--- src/rtl/instr_fetch_unit_pkg.sv ---
// Shared definitions for the instruction fetch front end.
// Decode and branch units import the same widths and state encoding.
package instr_fetch_unit_pkg;

  localparam int unsigned IfuAddrW   = 8;
  localparam int unsigned IfuDataW   = 8;
  localparam int unsigned IfuCntW    = 16;
  localparam logic [7:0]  IfuResetPc = 8'h00;

  typedef enum logic [0:0] {
    StRun  = 1'b0,
    StHalt = 1'b1
  } fetch_state_e;

endpackage

--- src/rtl/instr_fetch_unit_if.sv ---
// Bus between the fetch unit, the instruction memory and decode.
// master is the fetch unit side; slave is the memory/decode/control side.
interface instr_fetch_unit_if
  import instr_fetch_unit_pkg::*;
#(
  parameter int unsigned ADDR_W = IfuAddrW,
  parameter int unsigned DATA_W = IfuDataW,
  parameter int unsigned CNT_W  = IfuCntW
);

  logic [ADDR_W-1:0] counter;
  logic [DATA_W-1:0] instruct;
  logic [DATA_W-1:0] ir_out;
  logic [ADDR_W-1:0] ir_pc;
  logic              ir_valid;
  logic              ir_ready;
  logic              redirect;
  logic [ADDR_W-1:0] redirect_addr;
  logic              halt;
  logic              halted;
  logic [CNT_W-1:0]  fetch_cnt;

  modport master (
    output counter,
    input  instruct,
    output ir_out,
    output ir_pc,
    output ir_valid,
    input  ir_ready,
    input  redirect,
    input  redirect_addr,
    input  halt,
    output halted,
    output fetch_cnt
  );

  modport slave (
    input  counter,
    output instruct,
    input  ir_out,
    input  ir_pc,
    input  ir_valid,
    output ir_ready,
    output redirect,
    output redirect_addr,
    output halt,
    input  halted,
    input  fetch_cnt
  );

endinterface

--- src/rtl/instr_fetch_unit_pc_reg.sv ---
// Program counter: redirect load beats increment; otherwise holds.
// The register output drives the memory address directly.
module instr_fetch_unit_pc_reg
  import instr_fetch_unit_pkg::*;
#(
  parameter int unsigned       ADDR_W   = IfuAddrW,
  parameter logic [ADDR_W-1:0] RESET_PC = ADDR_W'(IfuResetPc)
) (
  input  logic              clk,
  input  logic              reset,
  input  logic              redirect,
  input  logic [ADDR_W-1:0] redirect_addr,
  input  logic              inc,
  output logic [ADDR_W-1:0] pc
);

  logic [ADDR_W-1:0] pc_q;
  logic [ADDR_W-1:0] pc_d;

  always_comb begin
    pc_d = pc_q;
    if (redirect) begin
      pc_d = redirect_addr;
    end else if (inc) begin
      // Natural modulo-2^ADDR_W wrap, no flag.
      pc_d = pc_q + ADDR_W'(1);
    end
  end

  always_ff @(posedge clk or posedge reset) begin
    if (reset) begin
      pc_q <= RESET_PC;
    end else begin
      pc_q <= pc_d;
    end
  end

  assign pc = pc_q;

endmodule

--- src/rtl/instr_fetch_unit.sv ---
// Fetch sequencer: addresses the instruction memory, latches each byte into
// the instruction register and hands it to decode over valid/ready.
module instr_fetch_unit
  import instr_fetch_unit_pkg::*;
#(
  parameter int unsigned       ADDR_W   = IfuAddrW,
  parameter int unsigned       DATA_W   = IfuDataW,
  parameter logic [ADDR_W-1:0] RESET_PC = ADDR_W'(IfuResetPc),
  parameter int unsigned       CNT_W    = IfuCntW
) (
  input logic               clk,
  input logic               reset,
  instr_fetch_unit_if.master bus
);

  fetch_state_e      state_q;
  logic              halted_q;
  logic [DATA_W-1:0] ir_out_q;
  logic [ADDR_W-1:0] ir_pc_q;
  logic              ir_valid_q;
  logic [CNT_W-1:0]  fetch_cnt_q;

  logic              accept;
  logic              load;
  logic              pc_inc;
  logic [ADDR_W-1:0] pc;

  assign accept = ir_valid_q & bus.ir_ready;
  assign load   = (state_q == StRun) & (~ir_valid_q | accept);
  // The PC only advances when the instruction register actually takes a byte.
  assign pc_inc = load & ~bus.redirect & ~bus.halt;

  instr_fetch_unit_pc_reg #(
    .ADDR_W   (ADDR_W),
    .RESET_PC (RESET_PC)
  ) u_pc_reg (
    .clk           (clk),
    .reset         (reset),
    .redirect      (bus.redirect),
    .redirect_addr (bus.redirect_addr),
    .inc           (pc_inc),
    .pc            (pc)
  );

  always_ff @(posedge clk or posedge reset) begin
    if (reset) begin
      state_q     <= StRun;
      halted_q    <= 1'b0;
      ir_out_q    <= '0;
      ir_pc_q     <= '0;
      ir_valid_q  <= 1'b0;
      fetch_cnt_q <= '0;
    end else begin
      // A handshake counts even in the cycle a redirect kills the register.
      if (accept) begin
        fetch_cnt_q <= fetch_cnt_q + CNT_W'(1);
      end

      if (bus.redirect) begin
        ir_valid_q <= 1'b0;
        state_q    <= bus.halt ? StHalt : StRun;
        halted_q   <= bus.halt;
      end else if (bus.halt) begin
        state_q  <= StHalt;
        halted_q <= 1'b1;
        if (accept) begin
          ir_valid_q <= 1'b0;
        end
      end else if (load) begin
        ir_out_q   <= bus.instruct;
        ir_pc_q    <= pc;
        ir_valid_q <= 1'b1;
      end else if (accept) begin
        // Halted: drain the last held byte without refilling.
        ir_valid_q <= 1'b0;
      end
    end
  end

  assign bus.counter   = pc;
  assign bus.ir_out    = ir_out_q;
  assign bus.ir_pc     = ir_pc_q;
  assign bus.ir_valid  = ir_valid_q;
  assign bus.halted    = halted_q;
  assign bus.fetch_cnt = fetch_cnt_q;

endmodule

--- src/flat_wrapper.sv ---
// flat-port wrapper written by rule: the top's interface ports become plain ports
module instr_fetch_unit_flat import instr_fetch_unit_pkg::*;
#(
  parameter int unsigned       ADDR_W   = IfuAddrW,
  parameter int unsigned       DATA_W   = IfuDataW,
  parameter logic [ADDR_W-1:0] RESET_PC = ADDR_W'(IfuResetPc),
  parameter int unsigned       CNT_W    = IfuCntW
)
  (clk, reset, bus_counter, bus_instruct, bus_ir_out, bus_ir_pc, bus_ir_valid, bus_ir_ready, bus_redirect, bus_redirect_addr, bus_halt, bus_halted, bus_fetch_cnt);
  instr_fetch_unit_if #(.ADDR_W(ADDR_W), .DATA_W(DATA_W), .CNT_W(CNT_W)) bus_i ();
  input logic clk;
  input logic reset;
  output wire logic [$bits(bus_i.counter)-1:0] bus_counter;
  input wire logic [$bits(bus_i.instruct)-1:0] bus_instruct;
  output wire logic [$bits(bus_i.ir_out)-1:0] bus_ir_out;
  output wire logic [$bits(bus_i.ir_pc)-1:0] bus_ir_pc;
  output wire logic [$bits(bus_i.ir_valid)-1:0] bus_ir_valid;
  input wire logic [$bits(bus_i.ir_ready)-1:0] bus_ir_ready;
  input wire logic [$bits(bus_i.redirect)-1:0] bus_redirect;
  input wire logic [$bits(bus_i.redirect_addr)-1:0] bus_redirect_addr;
  input wire logic [$bits(bus_i.halt)-1:0] bus_halt;
  output wire logic [$bits(bus_i.halted)-1:0] bus_halted;
  output wire logic [$bits(bus_i.fetch_cnt)-1:0] bus_fetch_cnt;
  assign bus_counter = bus_i.counter;
  assign bus_i.instruct = bus_instruct;
  assign bus_ir_out = bus_i.ir_out;
  assign bus_ir_pc = bus_i.ir_pc;
  assign bus_ir_valid = bus_i.ir_valid;
  assign bus_i.ir_ready = bus_ir_ready;
  assign bus_i.redirect = bus_redirect;
  assign bus_i.redirect_addr = bus_redirect_addr;
  assign bus_i.halt = bus_halt;
  assign bus_halted = bus_i.halted;
  assign bus_fetch_cnt = bus_i.fetch_cnt;
  instr_fetch_unit #(.ADDR_W(ADDR_W), .DATA_W(DATA_W), .RESET_PC(RESET_PC), .CNT_W(CNT_W)) u_core (.clk(clk), .reset(reset), .bus(bus_i));
endmodule
--- config.mk ---
export PLATFORM = sky130hd
export DESIGN_NAME = instr_fetch_unit_flat
export DESIGN_NICKNAME = d
export VERILOG_FILES = /design/src/rtl/instr_fetch_unit_pkg.sv /design/src/rtl/instr_fetch_unit_if.sv /design/src/rtl/instr_fetch_unit_pc_reg.sv /design/src/rtl/instr_fetch_unit.sv /design/src/flat_wrapper.sv
export SDC_FILE = /design/constraint.sdc
export NUM_CORES = 1
export LEC_CHECK = 0
export CORE_MARGIN = 2
export CORE_UTILIZATION = 40
export CTS_BUF_LIST = sky130_fd_sc_hd__clkbuf_4
export DETAILED_ROUTE_END_ITERATION = 12
export DONT_BUFFER_PORTS = 1
export SYNTH_ARGS = -nofsm -noshare
export SYNTH_HDL_FRONTEND = slang
export SYNTH_SLANG_ARGS = --single-unit
--- constraint.sdc ---
create_clock -name clk -period 1.4 [get_ports clk]
set_input_delay 0.21 -clock clk [delete_from_list [all_inputs] [get_ports clk]]
set_output_delay 0.21 -clock clk [all_outputs]
set_load 0.01 [all_outputs]
==> run metrics <==
final hold viol count=0; clock buffer depth=2; CTS root buf=clkbuf_4; Reg clk slew, reported paths=between 0.1 and 0.15 ns; GRT Total Usage=about 16%; Synth Instances=147; relative slew slack=approximately 58%; PwrDens=1246 nW/um^2; Crit Path Category=reg2reg; area of the mapped netlist=roughly 1900 um^2; most frequent cells in the layout=dfrtp_1, buf_4, dlygate4sd3_1; Area Growth Syn to Fin=25.71%; row count=25; Sequential Area=approximately 1100 um^2; RSZ-0062 raised after global routing=true; commonest non-fill, non-tap cell in the layout=dfrtp_1; vias in the first global route=~1300; Setup crit end kind=register; Synth cell types=25; footprint of the multi-input gates=just under 800 um^2; critical path arrival=around 1.6 ns; die area=5325 um^2; Final min period=around 1.4 ns; CP Data Required Time=roughly 1.7 ns; worst slew pin tran=~0.63 ns; FF+latch count, synth=42; final-report max-slew violation count=0; DR vias=between 1000 and 1500; first-pass GRT wire length=about 6500 um; NumNets Final=217; first-pass detailed-route iteration total=4; P_leak=0.001139 uW; drc violations=0; Post-DRT Antenna Nets=0; IO buf count=0; DR WL/cell=roughly 16 um; Worst Hold Margin=about 0.038 ns; Max Fclk=725.0 MHz; Worst setup SP type=register; layout cells sized above 1=roughly 28%; Max H-tree Level=2; # fillers=slightly below 400; diode count=0; Final Skew=around 0.0061 ns; GRT overflow=0; status=finished, final reports clean; post-route clock period utilization=a little over nine tenths; initial antenna violation count=0; Inserted Clock Buffers=5; placed wire-length estimate=2953 um; DRT iter0 DRCs=32; initial core utilization=a little over 40%; CTS tree=done; Top Ports=between 60 and 70; die width=around 73 um; GP Congestion=0.8070; crit path max fanout=12; max cap viols=0; total chip power=between 2000 and 3000 uW; syn_area_per_cell=~13 um^2; Via density=between 5 and 6; Finish-stage setup viols=0; CORE AREA=4661 um^2; sequential area share after synthesis=a little under three fifths; Synth Net Count=170; die height=roughly 73 um; maximum vdd drop=roughly 0.56 mV; Synth Warn #=0; largest net degree at the start of global routing=19; CTS sink cnt=42; Routed WL=~4000 um; clk_lat worst skew=0.35 ns; Hold Path Class=in2reg
-- cells by family (layout without fill, tap and decap cells) --
kind of cell	count (synthesis)	after routing	synth area share, %
flops	42	42	55.23
compound gates	10	10	2.761
fa+ha+maj	2	2	1.315
buf+inv	7	55	3.024
xor+xnor	22	22	10.12
mux	18	18	12.56
simple gates	46	46	14.99
-- what timing repair did --
action	in CTS	in global routing
buffers inserted	0	0
gates resized for setup	0	0
endpoints found under the setup margin	0	12
hold buffers	19	0
endpoints found under the hold margin	34	0
-- worst max-delay path: stages (launching register included) --
cell and delay, ns:
dfrtp_1 0.40, nand2b_1 0.19, nand2_8 0.09, nor2_8 0.10, buf_12 0.15, mux2_2 0.34
-- final timing paths --
| check | startpoint | endpoint | slack, ns | depth (start not counted) |
|---|---|---|---|---|
| setup / recovery | u_core.bus.ir_valid$_DFF_PP0_ | u_core.bus.ir_out[5]$_DFFE_PP0P_ | 0.02 | 5 |
| hold / removal | bus_ir_ready | u_core.bus.fetch_cnt[0]$_DFFE_PP0P_ | 0.04 | 2 |
| setup reg to reg | u_core.bus.ir_valid$_DFF_PP0_ | u_core.bus.ir_out[5]$_DFFE_PP0P_ | 0.02 | 5 |
| hold reg to reg | u_core.bus.fetch_cnt[15]$_DFFE_PP0P_ | u_core.bus.fetch_cnt[15]$_DFFE_PP0P_ | 0.55 | 1 |
| max in group asynchronous | reset | u_core.u_pc_reg.pc[3]$_DFFE_PP0P_ | 0.53 | 3 |
| min in group asynchronous | reset | u_core.bus.fetch_cnt[11]$_DFFE_PP0P_ | 0.30 | 2 |
-- routing by layer --
metal	track usage [%]	routed length [um]
met5	0	0
met4	6.173	77
met3	7.597	315
met2	27.17	2030
met1	18.13	1566
-- cells in the mapped netlist --
| cell | count | area, um^2 |
|---|---|---|
| dfrtp_1 | 42 | 1051 |
| nand2_1 | 13 | 48.80 |
| xor2_1 | 12 | 105.1 |
| mux2_4 | 10 | 150.1 |
| xnor2_1 | 10 | 87.58 |
| o21ai_0 | 8 | 40.04 |
| mux2_2 | 7 | 78.83 |
| nand3_1 | 7 | 35.03 |
| nand4_1 | 7 | 43.79 |
| and3_1 | 6 | 37.54 |
| nor2_1 | 4 | 15.01 |
| and4_1 | 3 | 26.28 |
| inv_1 | 3 | 11.26 |
| buf_6 | 2 | 22.52 |
| ha_1 | 2 | 25.02 |
| nor2_8 | 2 | 40.04 |
| a21o_1 | 1 | 7.510 |
| a21oi_1 | 1 | 5.000 |
| and2_1 | 1 | 6.260 |
| buf_12 | 1 | 20.02 |
| clkbuf_1 | 1 | 3.750 |
| mux2i_1 | 1 | 10.01 |
| nand2_8 | 1 | 20.02 |
| nand2b_1 | 1 | 6.260 |
| or2_2 | 1 | 6.260 |
-- metrics by stage --
stage               TNS, ns  utilization [%]  std cells  instance area [um^2]  worst slack [ns]
global placement          0            45.58        222                  2125           0.06731
floorplan           -0.2643                -        147                  1903          -0.02643
global route        -0.2145            51.33        249                  2392          -0.04087
finish                    0            51.33        249                  2392           0.02067
CTS                       0            51.33        249                  2392          0.006443
detailed placement        0            45.58        222                  2125           0.02978
-- sequential cells by signal (all words and copies together), names as in the netlist --
| register | count |
|---|---|
| u_core.bus.ir_out | 8 |
| u_core.bus.ir_pc | 8 |
| u_core.u_pc_reg.pc | 8 |
| u_core.bus.halted | 1 |
| u_core.bus.ir_valid | 1 |
| u_core.bus.fetch_cnt | 16 |
-- power by group --
part	total (uW)	switching [uW]	internal [uW]
clock	767	396	370
sequential	1620	216	1410
combinational	593	248	345
total	2980	860	2120
-- cell type report --
class                      count  area share, %
clock buffer                   5          1.569
clock inverter                 3          1.674
inverter                       3         0.4707
multi-input combinational     98          33.21
sequential                    42          43.93
tap                           54          2.824
timing repair buffer          44          16.32
Power figures use the tool's default switching activity.
